**src/rtl/btn_sw_input_conditioner.sv**
```systemverilog
// Input conditioner for raw board buttons and switches.
// Buttons: 2-FF synchronizer, debounce FSM, press/release pulses, optional auto-repeat.
// Switches: 2-FF synchronizer, tick-sampled debounce, change pulse on any accepted update.
// Buttons are active-low at the pin; all outputs are active-high.
module btn_sw_input_conditioner #(
  parameter int unsigned N_BTN    = 2,
  parameter int unsigned N_SW     = 10,
  parameter int unsigned DB_CYC   = 500000,
  parameter int unsigned HOLD_CYC = 25000000,
  parameter int unsigned RPT_CYC  = 5000000,
  parameter int unsigned CNT_W    = 25
) (
  input  logic             CLK1,
  input  logic             RST_N,
  input  logic [N_BTN-1:0] BTN,
  input  logic [N_SW-1:0]  SW,
  input  logic [N_BTN-1:0] RPT_EN,
  output logic [N_BTN-1:0] BTN_LEVEL,
  output logic [N_BTN-1:0] BTN_PRESS,
  output logic [N_BTN-1:0] BTN_RELEASE,
  output logic [N_SW-1:0]  SW_DB,
  output logic             SW_CHG
);

  typedef enum logic [2:0] {StRel, StPdb, StHeld, StRpt, StRdb} btn_state_e;

  localparam logic [CNT_W-1:0] DbLast   = CNT_W'(DB_CYC - 1);
  localparam logic [CNT_W-1:0] HoldLast = CNT_W'(HOLD_CYC - 1);
  localparam logic [CNT_W-1:0] RptLast  = CNT_W'(RPT_CYC - 1);
  localparam logic [CNT_W-1:0] CntOne   = CNT_W'(1);

  // ---------------------------------------------------------------------------
  // Button path
  // ---------------------------------------------------------------------------
  logic [N_BTN-1:0] btn_sync1_q, btn_sync2_q;

  // Button synchronizer; resets to the released (high) pin level
  always_ff @(posedge CLK1 or negedge RST_N) begin
    if (!RST_N) begin
      btn_sync1_q <= '1;
      btn_sync2_q <= '1;
    end else begin
      btn_sync1_q <= BTN;
      btn_sync2_q <= btn_sync1_q;
    end
  end

  for (genvar i = 0; i < int'(N_BTN); i++) begin : g_btn
    btn_state_e       state_q, state_d;
    logic [CNT_W-1:0] cnt_q, cnt_d;
    logic             level_q, level_d;
    logic             press_q, press_d;
    logic             rel_q, rel_d;
    logic             p;

    assign p = ~btn_sync2_q[i];

    // Debounce / repeat next-state; cnt clears on every state entry and on each repeat
    always_comb begin
      state_d = state_q;
      cnt_d   = cnt_q + CntOne;
      level_d = level_q;
      press_d = 1'b0;
      rel_d   = 1'b0;
      case (state_q)
        StRel: begin
          cnt_d = '0;
          if (p) state_d = StPdb;
        end
        StPdb: begin
          if (!p) begin
            state_d = StRel;
            cnt_d   = '0;
          end else if (cnt_q == DbLast) begin
            state_d = StHeld;
            cnt_d   = '0;
            level_d = 1'b1;
            press_d = 1'b1;
          end
        end
        StHeld: begin
          if (!p) begin
            state_d = StRdb;
            cnt_d   = '0;
          end else if (cnt_q == HoldLast) begin
            state_d = StRpt;
            cnt_d   = '0;
            press_d = RPT_EN[i];
          end
        end
        StRpt: begin
          if (!p) begin
            state_d = StRdb;
            cnt_d   = '0;
          end else if (cnt_q == RptLast) begin
            cnt_d   = '0;
            press_d = RPT_EN[i];
          end
        end
        StRdb: begin
          // A bounce back to pressed restarts the hold interval without a pulse
          if (p) begin
            state_d = StHeld;
            cnt_d   = '0;
          end else if (cnt_q == DbLast) begin
            state_d = StRel;
            cnt_d   = '0;
            level_d = 1'b0;
            rel_d   = 1'b1;
          end
        end
        default: begin
          state_d = StRel;
          cnt_d   = '0;
          level_d = 1'b0;
        end
      endcase
    end

    // Per-button state, counter and registered outputs
    always_ff @(posedge CLK1 or negedge RST_N) begin
      if (!RST_N) begin
        state_q <= StRel;
        cnt_q   <= '0;
        level_q <= 1'b0;
        press_q <= 1'b0;
        rel_q   <= 1'b0;
      end else begin
        state_q <= state_d;
        cnt_q   <= cnt_d;
        level_q <= level_d;
        press_q <= press_d;
        rel_q   <= rel_d;
      end
    end

    assign BTN_LEVEL[i]   = level_q;
    assign BTN_PRESS[i]   = press_q;
    assign BTN_RELEASE[i] = rel_q;
  end

  // ---------------------------------------------------------------------------
  // Switch path
  // ---------------------------------------------------------------------------
  logic [N_SW-1:0]  sw_sync1_q, sw_sync2_q;
  logic [N_SW-1:0]  sw_last_q, sw_last_d;
  logic [N_SW-1:0]  sw_db_q, sw_db_d;
  logic             sw_chg_q, sw_chg_d;
  logic [CNT_W-1:0] tick_cnt_q, tick_cnt_d;
  logic             tick;

  // Tick every DB_CYC cycles; accept a vector seen on two consecutive ticks
  always_comb begin
    tick       = (tick_cnt_q == DbLast);
    tick_cnt_d = tick ? '0 : tick_cnt_q + CntOne;
    sw_last_d  = sw_last_q;
    sw_db_d    = sw_db_q;
    sw_chg_d   = 1'b0;
    if (tick) begin
      sw_last_d = sw_sync2_q;
      if ((sw_sync2_q == sw_last_q) && (sw_sync2_q != sw_db_q)) begin
        sw_db_d  = sw_sync2_q;
        sw_chg_d = 1'b1;
      end
    end
  end

  // Switch synchronizer, sample history, debounced value and change pulse
  always_ff @(posedge CLK1 or negedge RST_N) begin
    if (!RST_N) begin
      sw_sync1_q <= '0;
      sw_sync2_q <= '0;
      sw_last_q  <= '0;
      sw_db_q    <= '0;
      sw_chg_q   <= 1'b0;
      tick_cnt_q <= '0;
    end else begin
      sw_sync1_q <= SW;
      sw_sync2_q <= sw_sync1_q;
      sw_last_q  <= sw_last_d;
      sw_db_q    <= sw_db_d;
      sw_chg_q   <= sw_chg_d;
      tick_cnt_q <= tick_cnt_d;
    end
  end

  assign SW_DB  = sw_db_q;
  assign SW_CHG = sw_chg_q;

endmodule

```
**config.mk**
```make
export PLATFORM = sky130hd
export DESIGN_NAME = btn_sw_input_conditioner
export DESIGN_NICKNAME = d
export VERILOG_FILES = /design/src/rtl/btn_sw_input_conditioner.sv
export SDC_FILE = /design/constraint.sdc
export NUM_CORES = 1
export LEC_CHECK = 0
export ABC_AREA = 1
export BUFFER_PORTS_ARGS = -buffer_cell sky130_fd_sc_hd__buf_2
export CAP_MARGIN = 30
export CORE_AREA = 2 2 92 139
export CTS_CLUSTER_DIAMETER = 200
export DETAILED_ROUTE_END_ITERATION = 10
export DIE_AREA = 0 0 94 141
export PLACE_DENSITY_LB_ADDON = 0.05
export REMOVE_ABC_BUFFERS = 1
export SYNTH_ARGS = -nofsm -noshare
export SYNTH_HDL_FRONTEND = slang
export SYNTH_SLANG_ARGS = --single-unit
```
**constraint.sdc**
```tcl
create_clock -name CLK1 -period 2.6 [get_ports CLK1]
set_clock_uncertainty 0.1 [all_clocks]
set_input_delay 0.13 -clock CLK1 [delete_from_list [all_inputs] [get_ports CLK1]]
set_output_delay 0.13 -clock CLK1 [all_outputs]
set_load 0.02 [all_outputs]
```
==> results of run 1 <==
==> worst register-to-register path, cell delays in order, from the launching register on <==
cell     delay (ps)
dfrtp_1         400
ha_1            240
nand2_2         100
nor2_4          150
inv_2            60
nor2_4          120
nand3_1          80
nand2_1         110
nand2_4          80
nor2_8          450
nor2_1          110
==> metal layers <==
layer | vias to the layer above | global-route usage
met5 | - | 0
met4 | 0 | 0.104
met3 | 44 | 0.0470
met2 | 151 | 0.471
met1 | 2964 | 0.308
li1 | 3240 | -
==> layout by cell type, fill, tap and decap left out, drive strengths merged, types with 7 or more instances in the layout <==
master	Yosys	routed
o21ai	31	31
nor3	26	26
clkbuf	3	20
dfrtp	128	128
inv	127	132
xor2	18	18
nand3	103	103
or2	7	7
nor2	183	183
buf	18	40
a21oi	11	11
nand4	36	36
nand2	251	251
dlygate4sd3	0	15
==> power groups by stage <==
stage	Clock (W)	Sequential [W]	Combinational, W
global placement	0	0.00225	0.00106
floorplan	0	0.00224	0.000710
global route	0.00256	0.00223	0.00121
detailed placement	0	0.00225	0.00107
finish	0.00243	0.00222	0.00106
CTS	0.00246	0.00222	0.00108
==> through the flow <==
stage	utilization	power, W	std cells
final	0.685	0.00571	1204
after global routing	0.685	0.00600	1204
after CTS	0.685	0.00575	1204
after detailed placement	0.624	0.00332	1157
after global placement	0.624	0.00331	1157
after floorplan	-	0.00295	961
==> cell type report <==
class	count	area, um^2	area share
Clock buffer	20	457	0.0546
Tap cell	156	195	0.0233
Timing Repair Buffer	55	389	0.0465
Multi-Input combinational cell	701	3390	0.405
Inverter	128	482	0.0576
Sequential cell	132	3310	0.396
Clock inverter	12	144	0.0172
==> state kept, by name (all words and copies together) (netlist names), 6 cells and up <==
name,flops
g_btn.cnt_q,50
tick_cnt_q,25
SW_DB,10
sw_last_q,10
sw_sync1_q,10
sw_sync2_q,10
g_btn.state_q,6
==> synthesized netlist by cell type, drive strengths merged <==
cell,n
nor3,26
a21oi,11
nand3b,2
nor4,5
clkbuf,3
nand3,103
or2,7
buf,18
inv,127
ha,3
dfstp,4
o21bai,6
nand4,36
nand2,251
o22ai,1
xor2,18
dfrtp,128
o21a,1
o311ai,1
nor3b,2
a21boi,1
o21ai,31
a31oi,3
o211ai,3
a21o,2
clkinv,1
nor2,183
xnor2,5
==> repair_timing <==
item	CTS	global route
hold buffers	15	0
hold endpoints to repair	66	0
gates resized for setup	0	0
==> path summary, 6_finish.rpt <==
check                      slack [ps]                  to         startpoint  depth (start not counted)
setup / recovery                  460  g_btn[0].cnt_q[14]  g_btn[0].cnt_q[0]                         10
hold / removal                    120            SW_DB[2]              RST_N                          2
setup reg to reg                  460  g_btn[0].cnt_q[14]  g_btn[0].cnt_q[0]                         10
hold reg to reg                   240       sw_sync2_q[5]      sw_sync1_q[5]                          0
max in group asynchronous        1510      btn_sync1_q[1]              RST_N                          3
min in group CLK1                 240       sw_sync2_q[5]      sw_sync1_q[5]                          0
==> cells by family after synthesis <==
family          Yosys count  synth area share
simple gates            615             0.383
buf+inv                 149            0.0861
flops                   132             0.452
compound gates           60            0.0466
xor+xnor                 23            0.0275
fa+ha+maj                 3           0.00512
==> results.toml, run 1 <==
[outcome]
status = "complete, no violations"

[sta]
tns_ps = 0
setup_ws_ps = 457
slew_viol_final = 0
rsz0062_at_grt = "false"
hold_viol = 0
slew_headroom = 0.651
holdWs_ps = 122
finalSetupViolCount = 0
finalCriticalPeriod_ps = 2140
worstMarginPinSlew_ps = 524
max_freq_mhz = 467
min_period_over_period = 0.824

[detailed_routing]
wl_met1_mm = 6.73
highest_layer = "met4"
drt-vias-per-instance = 5.31
ant_nets = 0
dr_wl_met2_mm = 8.77
first_iter_violations = 408
drc = 0
wl_per_cell_um = 13.8
vias = 6399
drt_first_pass_iters = 6
drt-total-wl_mm = 16.6
wl_met3_um = 614

[die]
io_pins = 33
die_w_um = 94
core_mm2 = 0.0122
die_y_um = 141
start_util = 0.601
die_area_mm2 = 0.0133
num_rows = 50

[worst_setup_path]
critPathCaptureType = "flop"
path_cells = "ha_1 > nand2_2 > nor2_4 > inv_2 > nor2_4 > nand3_1 > nand2_1 > nand2_4 > nor2_8 > nor2_1"
cp_slowest_cell = "nor2_8"
required_ps = 2780
path_buf_inv = 1
cp_top_family = "simple AND/OR/NAND/NOR gates"
cp-start-kind = "flop"
worstSetupPathType = "reg2reg"
cp.arrival_ps = 2320
slowest_delay_ps = 440
crit_fanout = 25
crit_top_cell = "nor2_4"

[layout]
fin_nets = 1054
fin_area_mm2 = 0.00836
antenna-diode-count = 0
num-fill-cells = 1078
layout-drive-gt1-share = 0.135
layout-area-overhead-vs-synth_pct = 14.1

[flow_run]
cap_violations = 0

[pwr]
clock_power_share = 0.426
cellLeakagePower_nw = 4.06
power_density_mw_per_mm2 = 683
intPower_w = 0.00393
p_sw_frac = 0.313
p_switching_w = 0.00179
seq_power_share = 0.388
p_comb_frac = 0.186
peakVddDrop_mv = 0.468

[global_route]
gr-total-overflow = 0
track_usage = 0.263
grt_max_degree = 57
grt_antenna_before_repair = 0
grt_pass1_wl_mm = 27.9
grt_pass1_vias = 6247

[clocking]
max-clock-path-buffers = 2
numCtsBuffers = 17
htree_levels = 4
root_buffer = "clkbuf_16"
cts_num_sinks = 132
clk_latency_ps = 420
cts.clk_slew.worst_paths_ps = 60
cts_tree = "built"
post-cts-setup-buffers = 0

[logic_synthesis]
ys_types = 42
synth_top_area_frac = 0.437
yosys_warnings = 0
ys_ff_latch = 132
yosysSeqAreaShare = 0.452
synth_area_per_cell_um2 = 7.46
synth_cells = 982
yosysTopAreaCell = "dfrtp_1"
synth.area.top_cells = "dfrtp_1 44%, nand2_1 12%, nor2_1 7.6%, nand3_1 6.8%, inv_1 6.1%"
synth_area_mm2 = 0.00733

[min_path]
hold_path.class = "in2async"

[placed_design]
dpl-instance-area_mm2 = 0.00761
dp_hpwl_mm = 12.0
port_buffers = 32
gp_congestion = 0.941
pre_cts_ws_ps = 444
(Power assumes the default switching activity.)
==> run 2, diff against run 1 <==
--- a/config.mk
+++ b/config.mk
@@ -8,10 +8,10 @@
 export ABC_AREA = 1
 export BUFFER_PORTS_ARGS = -buffer_cell sky130_fd_sc_hd__buf_2
 export CAP_MARGIN = 30
-export CORE_AREA = 2 2 92 139
+export CORE_AREA = 2 2 97 146
 export CTS_CLUSTER_DIAMETER = 200
 export DETAILED_ROUTE_END_ITERATION = 10
-export DIE_AREA = 0 0 94 141
+export DIE_AREA = 0 0 99 148
 export PLACE_DENSITY_LB_ADDON = 0.05
 export REMOVE_ABC_BUFFERS = 1
 export SYNTH_ARGS = -nofsm -noshare
==> constraint.sdc (replaced) <==
create_clock -name CLK1 -period 1.8 [get_ports CLK1]
set_clock_uncertainty 0.1 [all_clocks]
set_input_delay 0.09 -clock CLK1 [delete_from_list [all_inputs] [get_ports CLK1]]
set_output_delay 0.09 -clock CLK1 [all_outputs]
set_load 0.02 [all_outputs]
==> run 2 against run 1 <==
The run now ends with setup timing left. Clock power grew 37%. Critical endpoint is now g_btn[0].cnt_q[23]. Count of clock-buffer cells in the layout shrank 1. Cell count grew 6.3%. Via count grew 5.5%. Setup slack lost 540 ps. First-iteration DRC count shrank 4.7%. Utilization grew 2.2 points. Global-route usage shrank 1.4 points. Sequential power grew 45%. Critical path depth grew 1. Largest power group unchanged. Die area grew 11%.
==> results.toml, run 2 (synthesized netlist as in run 1, its figures left out) <==
[detailed_routing]
drt-total-wl_mm = 18.3
drt_first_pass_iters = 5
wl_per_cell_um = 14.3
drc = 0
ant_nets = 0
vias = 6751
first_iter_violations = 389
drt-vias-per-instance = 5.27

[layout]
final_common_cell = "nand2_1"
fin_area_mm2 = 0.00943
final_cell_mix = "231 x nand2_1, 122 x dfrtp_1, 116 x inv_1"
top_register = "g_btn.cnt_q"
layout-drive-gt1-share = 0.255
layout-area-overhead-vs-synth_pct = 28.7
num-fill-cells = 1103
top_regs = "g_btn.cnt_q: 50 flops, tick_cnt_q: 25 flops"
fin_nets = 1124
largest_reg_flops = 50
antenna-diode-count = 0

[die]
core_mm2 = 0.0133
die_w_um = 99
die_y_um = 148
io_pins = 33
die_area_mm2 = 0.0147
start_util = 0.549
num_rows = 52

[sta]
tns_ps = -1420
finalSetupViolCount = 25
max_freq_mhz = 531
hold_viol = 0
finalCriticalPeriod_ps = 1880
min_period_over_period = 1.05
slew_viol_final = 0
rsz0062_at_grt = "true"
slew_headroom = 0.713
holdWs_ps = 221
worstMarginPinSlew_ps = 427
setup_ws_ps = -83.5

[global_route]
grt_pass1_wl_mm = 29.4
track_usage = 0.249
met3_usage = 0.0416
globalRoute.busiestLayer = "met2"
grt_pass1_vias = 6404
gr-total-overflow = 0
use_met1 = 0.292
grt_antenna_before_repair = 0
met2_usage = 0.447
grt_max_degree = 53

[pwr]
cellLeakagePower_nw = 4.52
peakVddDrop_mv = 0.562
power_density_mw_per_mm2 = 956
finalPower_w = 0.00902

[outcome]
violations = "setup timing"
status = "finished with violations"

[clocking]
cts.clk_slew.worst_paths_ps = 60
numCtsBuffers = 17
max-clock-path-buffers = 2
root_buffer = "clkbuf_16"
htree_levels = 4
clk_latency_ps = 410
cts_num_sinks = 132
cts_tree = "built"

[worst_setup_path]
cp.arrival_ps = 2080
critPathCaptureType = "flop"
crit_fanout = 7
required_ps = 2000
cp-start-kind = "flop"
worstSetupPathType = "reg2reg"

[flow_run]
cap_violations = 0

[placed_design]
dpl-instance-area_mm2 = 0.00811
dp_hpwl_mm = 13.0
port_buffers = 32
gp_congestion = 0.923

[min_path]
hold_path.class = "in2reg"
[run 2: final cells by class]
class / instances / area, um^2 / area share
Clock buffer: 19 / 443 / 0.0470
Clock inverter: 13 / 126 / 0.0134
Inverter: 128 / 489 / 0.0519
Multi-Input combinational cell: 701 / 3750 / 0.398
Sequential cell: 132 / 3320 / 0.352
Tap cell: 162 / 203 / 0.0215
Timing Repair Buffer: 124 / 1090 / 0.115
Timing Repair inverter: 1 / 11.3 / 0.00119
[run 2: metal layers]
metal  part of all wire  up-vias  wire length [um]
li1                   -     3380                 -
met1               0.40     3176              7260
met2               0.54      151              9890
met3              0.031       44               560
met4              0.030        0               549
met5                  0        -                 0
[run 2: final timing paths]
kind                                    from                  to  slack (ps)  cells past startpoint
setup / recovery           g_btn[0].cnt_q[1]  g_btn[0].cnt_q[23]         -80                     11
max in group asynchronous              RST_N  g_btn[1].cnt_q[20]         310                      4
hold / removal                         SW[3]       sw_sync1_q[3]         220                      2
setup reg to reg           g_btn[0].cnt_q[1]  g_btn[0].cnt_q[23]         -80                     11
min in group asynchronous              RST_N  g_btn[1].cnt_q[12]         530                      3
hold reg to reg                sw_sync1_q[6]       sw_sync2_q[6]         250                      0
[run 2: what timing repair did]
item / in CTS / in global routing
gates cloned: 0 / 5
resized for setup: 5 / 116
hold buffers: 17 / 0
pin swaps: 0 / 20
setup buffers: 0 / 8
hold endpoints to repair: 146 / 0
setup endpoints to repair: 22 / 89
[run 2: power breakdown]
part | total, W | leakage (nW) | internal (W) | switching (W)
clock network | 0.00332 | 0.267 | 0.00195 | 0.00137
logic | 0.00249 | 2.50 | 0.00103 | 0.00146
registers | 0.00321 | 1.75 | 0.00309 | 0.000115
[run 2: critical path, cell delays in order (launching register included)]
cell and delay, ps:
dfrtp_1 400, ha_4 170, nand2_4 60, nor2_4 120, inv_2 50, nor2_4 120, nand4_1 100, nand2_1 110
nand2_2 90, nor2_8 210, clkbuf_16 210, nor2_2 30
[run 2: through the flow]
step | utilization | std cells | setup WS (ps)
after floorplan | - | 961 | -378
after global placement | 0.608 | 1218 | 5.71
after detailed placement | 0.608 | 1218 | -25.6
after CTS | 0.665 | 1267 | -0.201
after global routing | 0.707 | 1280 | -158
final | 0.707 | 1280 | -83.5
==> run 3, diff against run 2 <==
--- a/config.mk
+++ b/config.mk
@@ -8,10 +8,10 @@
 export ABC_AREA = 1
 export BUFFER_PORTS_ARGS = -buffer_cell sky130_fd_sc_hd__buf_2
 export CAP_MARGIN = 30
-export CORE_AREA = 2 2 97 146
+export CORE_AREA = 2 2 92 139
 export CTS_CLUSTER_DIAMETER = 200
 export DETAILED_ROUTE_END_ITERATION = 10
-export DIE_AREA = 0 0 99 148
+export DIE_AREA = 0 0 94 141
 export PLACE_DENSITY_LB_ADDON = 0.05
 export REMOVE_ABC_BUFFERS = 1
 export SYNTH_ARGS = -nofsm -noshare
==> constraint.sdc (replaced) <==
create_clock -name CLK1 -period 2.1 [get_ports CLK1]
set_clock_uncertainty 0.1 [all_clocks]
set_input_delay 0.105 -clock CLK1 [delete_from_list [all_inputs] [get_ports CLK1]]
set_output_delay 0.105 -clock CLK1 [all_outputs]
set_load 0.02 [all_outputs]
==> run 3 against run 2 <==
Critical path type unchanged. The flow now finishes without violations. Clock power fell by 15%. Count of clock-buffer cells in the layout fell by 2. First-iteration DRC count fell by 14%. Cell count fell by 5.0%. Via count fell by 3.7%. Utilization fell by 1.3 points. Critical endpoint is now g_btn[0].cnt_q[14].
==> results.toml, run 3 (synthesized netlist as in run 1, its figures left out) <==
[detailed_routing]
drt-vias-per-instance = 5.35
drt_first_pass_iters = 6
vias = 6502
drt-total-wl_mm = 17.0
drc = 0
first_iter_violations = 333
ant_nets = 0
wl_per_cell_um = 14.0

[pwr]
cellLeakagePower_nw = 4.10
p_switching_w = 0.00239
seq_power_share = 0.385
p_comb_frac = 0.219
intPower_w = 0.00473
clock_power_share = 0.396
p_sw_frac = 0.335
finalPower_w = 0.00711
power_density_mw_per_mm2 = 840
peakVddDrop_mv = 0.591

[placed_design]
port_buffers = 32
gp_congestion = 0.948
dpl.cell_count = 1166
dp_hpwl_mm = 12.2

[clocking]
max-clock-path-buffers = 2
cts.clk_slew.worst_paths_ps = 70
clk_latency_ps = 420
root_buffer = "clkbuf_16"
htree_levels = 4
cts_num_sinks = 132
cts_tree = "built"
numCtsBuffers = 17

[die]
io_pins = 33
die_w_um = 94
num_rows = 50
start_util = 0.601
die_area_mm2 = 0.0133
die_y_um = 141
core_mm2 = 0.0122

[sta]
slew_viol_final = 0
holdWs_ps = 82.2
finalCriticalPeriod_ps = 1960
rsz0062_at_grt = "false"
max_freq_mhz = 510
finalSetupViolCount = 0
worstMarginPinSlew_ps = 482
slew_headroom = 0.679
hold_viol = 0
min_period_over_period = 0.934

[layout]
final_cell_mix = "240 x nand2_1, 147 x nor2_1, 128 x dfrtp_1"
largest_reg_flops = 50
fin_nets = 1066
top_regs = "g_btn.cnt_q: 50 flops, tick_cnt_q: 25 flops"
fin_cells = 1216
layout-area-overhead-vs-synth_pct = 15.6
top_register = "g_btn.cnt_q"
final_common_cell = "nand2_1"
layout-drive-gt1-share = 0.151
antenna-diode-count = 0

[global_route]
grt_max_degree = 52
grt_antenna_before_repair = 0
grt_pass1_wl_mm = 28.2
gr-total-overflow = 0
grt_pass1_vias = 6263
track_usage = 0.269

[outcome]
status = "complete, no violations"

[worst_setup_path]
cp_top_family = "simple AND/OR/NAND/NOR gates"
critPathCaptureType = "flop"
required_ps = 2300
cp_slowest_cell = "dfrtp_1"
path_buf_inv = 2
r2r-start = "g_btn[0].cnt_q[0]"
crit_start = "g_btn[0].cnt_q[0]"
path_cells = "ha_2 > nand2_2 > nor2_4 > inv_2 > nor2_4 > nand3_1 > nand2_1 > nand2_4 > nor2_8 > buf_4 > nor2_1"
crit_fanout = 8
slowest_delay_ps = 410
crit_top_cell = "nor2_4"
cp.arrival_ps = 2160
cp-start-kind = "flop"
worstSetupPathType = "reg2reg"

[flow_run]
cap_violations = 0

[min_path]
hold_path.class = "in2async"
## run 3: what timing repair did
action,in CTS,in global routing
endpoints found under the hold margin,100,0
setup endpoints to repair,0,37
hold buffers,15,0
setup buffers,0,1
gates resized for setup,0,7
## run 3: per-layer routing
metal / share of wire / GRT usage / vias to the layer above
li1: - / - / 3264
met4: 0.034 / 0.121 / 0
met3: 0.032 / 0.0529 / 50
met2: 0.53 / 0.477 / 156
met1: 0.41 / 0.311 / 3032
met5: 0 / 0 / -
## run 3: worst paths after layout
kind                       cells after the start  slack [ps]            endpoint
setup / recovery                              11         140  g_btn[0].cnt_q[14]
hold / removal                                 2          80            SW_DB[2]
setup reg to reg                              11         140  g_btn[0].cnt_q[14]
hold reg to reg                                0         250       sw_sync2_q[1]
max in group asynchronous                      3        1060      btn_sync1_q[1]
min in group CLK1                              2         220      btn_sync1_q[1]
## run 3: final cells by class
type                    count  area (um^2)
flip-flops and latches    132         3310
multi-input cells         703         3430
fillers                  1062         3730
clock buffers              17          425
well taps                 156          195
inverters                 128          482
clock inverters            15          134
repair buffers             65          489
## run 3: power by group through the flow
stage	sequential, W	combinational (W)	clock [W]
6_report	0.00274	0.00156	0.00282
3_3_place_gp	0.00278	0.00142	0
5_1_grt	0.00275	0.00172	0.00299
2_1_floorplan	0.00277	0.000878	0
4_1_cts	0.00274	0.00143	0.00286
3_5_place_dp	0.00278	0.00141	0
## run 3: per-stage QoR
stage                     utilization  area [um^2]  setup TNS (ps)  setup slack (ps)
after CTS                       0.689         8400               0              77.8
after floorplan                     -         7180            -817             -78.3
after detailed placement        0.630         7690               0              77.5
after global placement          0.630         7690               0               149
final                           0.694         8470               0               139
after global routing            0.694         8470               0              10.7
